--- src/rtl/blink_pkg.sv ---
// Shared constants, FSM state type and round-constant step for the Blink-128 tweakey schedule.
package blink_pkg;
  localparam int BLOCK_LEN   = 128;
  localparam int TWEAKEY_LEN = 2 * BLOCK_LEN;
  localparam int NUM_ROUNDS  = 32;
  localparam int RC_W        = 6;
  localparam logic [RC_W-1:0] RC_INIT = 6'h01;

  typedef enum logic {IDLE, RUN} state_t;

  // Shift left, feeding back the inverted XOR of the top two bits.
  function automatic logic [RC_W-1:0] rc_next(input logic [RC_W-1:0] rc);
    return {rc[4:0], rc[5] ^ rc[4] ^ 1'b1};
  endfunction
endpackage

--- src/rtl/tweakey_rc_lfsr.sv ---
// 6-bit round-constant register: clear wins over load, load wins over step.
module tweakey_rc_lfsr
  import blink_pkg::*;
(
  input  logic            clk,
  input  logic            rst,
  input  logic            load,
  input  logic            step,
  input  logic            clear,
  output logic [RC_W-1:0] rc
);

  always_ff @(posedge clk or posedge rst) begin
    if (rst) begin
      rc <= '0;
    end else if (clear) begin
      rc <= '0;
    end else if (load) begin
      rc <= RC_INIT;
    end else if (step) begin
      rc <= rc_next(rc);
    end
  end

endmodule

--- src/rtl/tweakey_round_sched.sv ---
// Expands one hashed tweakey {TK2, TK1} into NUM_ROUNDS round keys RK = TK1 ^ TK2 ^ RC.
module tweakey_round_sched
  import blink_pkg::*;
#(
  parameter int BLOCK_LEN  = blink_pkg::BLOCK_LEN,
  parameter int NUM_ROUNDS = blink_pkg::NUM_ROUNDS,
  parameter int TK1_ROT    = 32,
  parameter int TK2_ROT    = 1,
  parameter int IDX_W      = $clog2(NUM_ROUNDS)
) (
  input  logic                   clk,
  input  logic                   rst,
  input  logic                   tk_valid,
  output logic                   tk_ready,
  input  logic [2*BLOCK_LEN-1:0] tweakey,
  output logic                   rk_valid,
  input  logic                   rk_ready,
  output logic [BLOCK_LEN-1:0]   rk,
  output logic [IDX_W-1:0]       rk_idx,
  output logic                   rk_last,
  output logic                   busy
);

  localparam int R1 = TK1_ROT % BLOCK_LEN;
  localparam int R2 = TK2_ROT % BLOCK_LEN;
  localparam logic [IDX_W-1:0] IDX_LAST = IDX_W'(NUM_ROUNDS - 1);

  state_t                 state_reg;
  logic [BLOCK_LEN-1:0]   tk1_reg;
  logic [BLOCK_LEN-1:0]   tk2_reg;
  logic [BLOCK_LEN-1:0]   tk1_rot;
  logic [BLOCK_LEN-1:0]   tk2_rot;
  logic [IDX_W-1:0]       idx_reg;
  logic [RC_W-1:0]        rc;
  logic                   run;
  logic                   last;
  logic                   accept;
  logic                   advance;
  logic                   finish;

  assign run     = (state_reg == RUN);
  assign last    = run && (idx_reg == IDX_LAST);
  assign accept  = tk_valid && tk_ready;
  assign advance = run && rk_ready && !last;
  assign finish  = last && rk_ready && !tk_valid;

  // Only rk_ready reaches an output combinationally, and only through tk_ready.
  assign tk_ready = !run || (last && rk_ready);
  assign rk_valid = run;
  assign busy     = run;
  assign rk_idx   = idx_reg;
  assign rk_last  = last;
  assign rk       = run ? (tk1_reg ^ tk2_reg ^ {{(BLOCK_LEN-RC_W){1'b0}}, rc}) : '0;

  // Left rotations are pure wiring: bit gi moves to (gi + R) mod BLOCK_LEN.
  generate
    for (genvar gi = 0; gi < BLOCK_LEN; gi++) begin : g_rot
      assign tk1_rot[(gi + R1) % BLOCK_LEN] = tk1_reg[gi];
      assign tk2_rot[(gi + R2) % BLOCK_LEN] = tk2_reg[gi];
    end
  endgenerate

  tweakey_rc_lfsr u_rc (
    .clk   (clk),
    .rst   (rst),
    .load  (accept),
    .step  (advance),
    .clear (finish),
    .rc    (rc)
  );

  always_ff @(posedge clk or posedge rst) begin
    if (rst) begin
      state_reg <= IDLE;
      tk1_reg   <= '0;
      tk2_reg   <= '0;
      idx_reg   <= '0;
    end else if (accept) begin
      state_reg <= RUN;
      tk1_reg   <= tweakey[BLOCK_LEN-1:0];
      tk2_reg   <= tweakey[2*BLOCK_LEN-1:BLOCK_LEN];
      idx_reg   <= '0;
    end else if (advance) begin
      tk1_reg   <= tk1_rot;
      tk2_reg   <= tk2_rot;
      idx_reg   <= idx_reg + IDX_W'(1);
    end else if (finish) begin
      // Zeroize key material once the block is done.
      state_reg <= IDLE;
      tk1_reg   <= '0;
      tk2_reg   <= '0;
      idx_reg   <= '0;
    end
  end

endmodule

--- config.mk ---
export PLATFORM = sky130hd
export DESIGN_NAME = tweakey_round_sched
export DESIGN_NICKNAME = d
export VERILOG_FILES = /design/src/rtl/blink_pkg.sv /design/src/rtl/tweakey_rc_lfsr.sv /design/src/rtl/tweakey_round_sched.sv
export SDC_FILE = /design/constraint.sdc
export NUM_CORES = 1
export LEC_CHECK = 0
export BUFFER_PORTS_ARGS = -buffer_cell sky130_fd_sc_hd__buf_4
export CAP_MARGIN = 15
export CELL_PAD_IN_SITES_DETAIL_PLACEMENT = 0
export CELL_PAD_IN_SITES_GLOBAL_PLACEMENT = 1
export CORE_ASPECT_RATIO = 1.1
export CORE_UTILIZATION = 40
export DETAILED_ROUTE_END_ITERATION = 7
export GPL_ROUTABILITY_DRIVEN = 0
export MAX_ROUTING_LAYER = met4
export PLACE_DENSITY = 0.87
export SLEW_MARGIN = 30
export SYNTH_ARGS = -nofsm -noshare
export SYNTH_HDL_FRONTEND = slang
export SYNTH_SLANG_ARGS = --single-unit
--- constraint.sdc ---
create_clock -name clk -period 10.1 [get_ports clk]
set_input_delay 1.01 -clock clk [delete_from_list [all_inputs] [get_ports clk]]
set_output_delay 1.01 -clock clk [all_outputs]
set_load 0.005 [all_outputs]
### Yosys cells after proc, flatten, opt, wreduce, memory -nomap -nowiden

Cells that the tools add are included.

* add/sub/neg operators: 1
* equality and inequality tests: 2
* mux-type cells: 15
* bitwise gates (word level): 4
* reduce and logical (&&, ||, !) cells: 13

Operator list (count)
* 2-to-1 mux 128 bit: 6
* bitwise XOR 128 bit: 1
* bitwise XOR 128 x 6 -> 128 bit: 1
* 2-to-1 mux 6 bit: 3
* 2-to-1 mux 5 bit: 3
* logical AND 1 bit: 6
* adder 5 x 1 -> 5 bit (second input constant): 1
* == test 5 bit (second input constant): 1
* zero test 1 bit: 3
* 2-to-1 mux 1 bit: 3
* nonzero test 3 bit: 1
* != test 2 bit (second input constant): 1
* AND reduction 2 bit: 1
* nonzero test 2 bit: 1
* logical OR 1 bit: 1
* NOT 1 bit: 1
* bitwise XOR 1 bit: 1

* bits in registers: 268
* input bits: 260
* output and inout bits: 137
* word-level logic and storage cells: 40

### Depth between registers and ports, before layout

* depth after elaboration: 7
* gate-level depth with buffers: 9
* depth with buffers taken out: 6

### By module

Synthesis repeated with hierarchy kept, for this count alone.

* cell total of the unflattened synthesis: 1500
* area, all modules: 14335.0 um^2

By module, submodules not included
* tweakey_round_sched: times used 1, cells an instance 1478, area an instance 14072.2 um^2, sequential area each 6556.3 um^2
* tweakey_rc_lfsr: times used 1, cells an instance 22, area an instance 262.8 um^2, sequential area each 150.1 um^2

### Least setup slack after synthesis

OpenSTA, ideal clock, no wires.

* path type: reg2out
* start: reg idx_reg[0], in the netlist rk_idx[0]
* end: out tk_ready
* arrival: 1.534 ns
* data required time: 9.090 ns
* setup slack: 7.556 ns
* cell stages (with the launch flop): 7
* buffers on the path: 2
* cells stage by stage: dfrtp_1 -> ha_1 -> and3_1 -> ha_1 -> a21bo_2 -> buf_2 -> buf_2

* longest elaborated chain between the ends: 4

Ends and longest elaborated chain
* start: declaration: line tweakey_round_sched.sv:33 `logic [IDX_W-1:0] idx_reg;`
* start signal: assignment: line tweakey_round_sched.sv:86 `idx_reg <= idx_reg + IDX_W'(1);`
* == test 5 bit: line tweakey_round_sched.sv:42 `assign last = run && (idx_reg == IDX_LAST);`
* logical AND 1 bit: line tweakey_round_sched.sv:42
* logical AND 1 bit: line tweakey_round_sched.sv:48 `assign tk_ready = !run || (last && rk_ready);`
* logical OR 1 bit: line tweakey_round_sched.sv:48
* end: declaration: line tweakey_round_sched.sv:14 `output logic tk_ready,`

Every way passes these cells.

### Final worst setup path

* start: reg idx_reg[0], in the netlist rk_idx[0]
* end: reg tk1_reg[35]

* longest elaborated chain between the ends: 6
* elaborated cells on any way between the ends: 11
* those cells by class: 1 x eq/ne; 2 x mux; 8 x reduce/logical

Ends and longest elaborated chain
* == test 5 bit (*): line tweakey_round_sched.sv:42
* logical AND 1 bit (*): line tweakey_round_sched.sv:42
* zero test 1 bit or logical AND 1 bit (tied branches): line tweakey_round_sched.sv:44, tweakey_round_sched.sv:45, tweakey_round_sched.sv:48
* logical AND 1 bit or logical OR 1 bit (tied branches): line tweakey_round_sched.sv:44, tweakey_round_sched.sv:48
* 2-to-1 mux 128 bit or logical AND 1 bit (tied branches): line tweakey_round_sched.sv:83, tweakey_round_sched.sv:43
* 2-to-1 mux 128 bit or nonzero test 3 bit (tied branches)
* end signal: assignment: line tweakey_round_sched.sv:80 `tk1_reg <= tweakey[BLOCK_LEN-1:0];`
* end signal: assignment: line tweakey_round_sched.sv:84 `tk1_reg <= tk1_rot;`
* end: declaration: line tweakey_round_sched.sv:29 `logic [BLOCK_LEN-1:0] tk1_reg;`

Every way passes the cells marked *; elsewhere a longest branch is shown, timed or not.
A chain may end at the register's enable or synchronous reset.

==> results.cfg <==
[outcome]
outcome = complete, no violations

[logic_synthesis]
synth_cell_type_count = 31
postSynthNetCount = 1756
synth_sequential_area_ratio = 0.463
netlist_area_mm2 = 0.0145
yosysWarnings = 0
synth_area_leader_cell = dfrtp_1
synth_top_cell_area_share = 0.463
synth.avg_cell_area_um2 = 9.70
synth.top_cells.by_area = dfrtp_1 (46%), a32oi_1 (15%), a21oi_1 (8.9%)
yosys_register_bits = 268
post_synth_inst_count = 1494

[critical_path]
path_cells = ha_1 -> and3_1 -> ha_1 -> a21bo_4 -> buf_4 -> buf_4 -> a32oi_1 -> a21oi_1
critical_path_required_ns = 10.58
critPathTopFamily = buffers and inverters
critical_path_buf_inv_count = 2
cpPeakStageDelay_ns = 0.82
critPathCaptureType = flop
crit_path_top_delay_cell = buf_4
cp_startpoint_kind = flop
worstPathMaxFanout = 86
start_to_end_type_of_the_worst_setup_path = flop to flop
crit_arrival_ns = 4.08

[grt]
grtUsageTotal = 0.298
first_global_vias = 12649
global_route_wire_length_before_repair_mm = 79.8
overflow = 0
grt_max_degree = 269
grt_antenna_before_repair = 8

[die]
core_area_mm2 = 0.0354
die_w_um = 184
design.die.area_mm2 = 0.0370
io_pins = 397
std_cell_rows = 72
initial_utilization = 0.409
chipHeight_um = 202

[drt]
drt-total-wl_mm = 55.2
vias_per_cell = 5.85
drt_iter0_markers = 1505
antenna_left = 0
detail_route.first_pass.iterations = 5
drt_drc_violations_left = 0
routed_wire_length_per_instance_um = 24.1
dr_total_vias = 13397

[cells_and_area]
nets = 2040
drive_gt1_frac = 0.260
final_common_cell = buf_4
final.fill_count = 3280
area.growth.synth_to_final_pct = 26.7
seq_area_mm2 = 0.00671
layout.cells.most_common_list = buf_4 (404), dfrtp_1 (267), a21oi_1 (257), nor2_1 (257), a32oi_1 (256)
multi_input_area_mm2 = 0.00674

[timing]
tightest_slew_ns = 0.926
achievable-frequency_ghz = 0.277
setup_repair_after_global_routing_missed_its_margin = no
slew_violations = 0
setup_tns_after_final_layout_ns = 0
final_critical_period_ns = 3.60
slew-limit-headroom = 0.383
number_of_setup_violations_in_the_final_report = 0
timing.clock.skew_ns = 0.00945
finalHoldViolCount = 0
layout_worst_path_cycle_share = 0.357

[power_and_ir_drop]
vdd_ir_drop_max_mv = 0.134
design_power_total_mw = 3.88
total_leakage_power_nw = 7.98
powerDensity_mw_per_mm2 = 211

[clock_tree]
quantity_of_gates_resized_following_cts = 0
cts_h_tree_depth = 1
postCtsHoldBufs = 0
cts_setup_buffers = 0
number_of_buffers_created_by_cts = 30
root_buffer_cell = clkbuf_16
cts-root-to-sink-buffers = 3
clk_pin_slew_ns = 0.06
cts_tree = yes
clock_insertion_delay_worst_skew_ns = 0.56
clkSinkCount = 268

[min_path]
classification_of_the_worst_slack_hold_path = primary input to asynchronous set/reset pin

[place]
hpwlAfterDp_mm = 39.0
place.port_buffers = 396

[job]
cap_violations = 0
worst register-to-register path, stage by stage, from the launching register on:
cell     delay, ns
dfrtp_1       0.40
ha_1          0.20
and3_1        0.18
ha_1          0.31
a21bo_4       0.44
buf_4         0.63
buf_4         0.84
a32oi_1       0.33
a21oi_1       0.21
layout make-up:
cell class,instances,share of cell area
Inverter,1,0.000886
Timing Repair Buffer,413,0.176
Tap cell,481,0.0328
Multi-Input combinational cell,1064,0.367
Clock inverter,10,0.00681
Sequential cell,268,0.365
Antenna cell,8,0.00109
Clock buffer,46,0.0497
cells by family after synthesis:
logic type	count (synthesis)	share of synthesized area
AO/OA/AOI/OAI	525	0.250
XOR/XNOR	135	0.0816
adder cells (fa/ha/maj)	2	0.00173
buffers and inverters	162	0.0740
flip-flops	268	0.463
multiplexers	3	0.00224
AND/OR/NAND/NOR	399	0.128
Yosys cell counts:
cell type	instances
dfrtp_1	268
a21oi_1	257
nor2_1	257
a32oi_1	256
and2_1	130
xor2_1	123
buf_2	65
buf_6	43
clkbuf_1	38
buf_4	13
xnor2_1	12
a22o_1	7
and3_1	2
ha_1	2
mux2_2	2
nand2_1	2
nand2b_1	2
nor2b_1	2
a21bo_2	1
a31oi_1	1
and3b_1	1
buf_1	1
buf_8	1
inv_1	1
mux2i_1	1
nand3_1	1
nand4b_1	1
o2111ai_1	1
o21ai_0	1
o21bai_1	1
or3_1	1
worst paths after layout:
| kind | from | end | slack, ns | cells after the start |
|---|---|---|---|---|
| worst max-delay path | rk_idx[0] | tk1_reg[35] | 6.50 | 8 |
| worst min-delay path | rst | tk2_reg[92] | 0.50 | 2 |
| worst max register to register | rk_idx[0] | tk1_reg[35] | 6.50 | 8 |
| worst min register to register | u_rc.rc[0] | u_rc.rc[1] | 0.55 | 1 |
| max in group asynchronous | rst | tk2_reg[25] | 8.32 | 3 |
| min in group clk | u_rc.rc[0] | u_rc.rc[1] | 0.55 | 1 |
per-stage QoR:
stage,util,instance area [µm²],setup WS (ns),std cells,hold slack [ns]
2_1_floorplan,-,14500,1.71,1494,0.499
3_3_place_gp,0.485,17200,6.04,2222,0.524
3_5_place_dp,0.486,17200,5.98,2223,0.537
4_1_cts,0.515,18200,6.51,2279,0.550
5_1_grt,0.519,18400,6.25,2291,0.566
6_report,0.519,18400,6.50,2291,0.497
layer usage:
metal	GRT usage	share of wire	vias up
met3	0.0496	0.087	116
met4	0.136	0.044	0
met5	-	0	-
li1	-	-	6050
met1	0.392	0.40	6540
met2	0.449	0.46	691
where the power goes:
part	internal, mW	switching [mW]	leakage (nW)
sequential	1.26	0.298	3.21
clock	0.695	0.463	0.518
combinational	0.641	0.524	4.25
No activity file was read; power rests on OpenSTA's default activity.
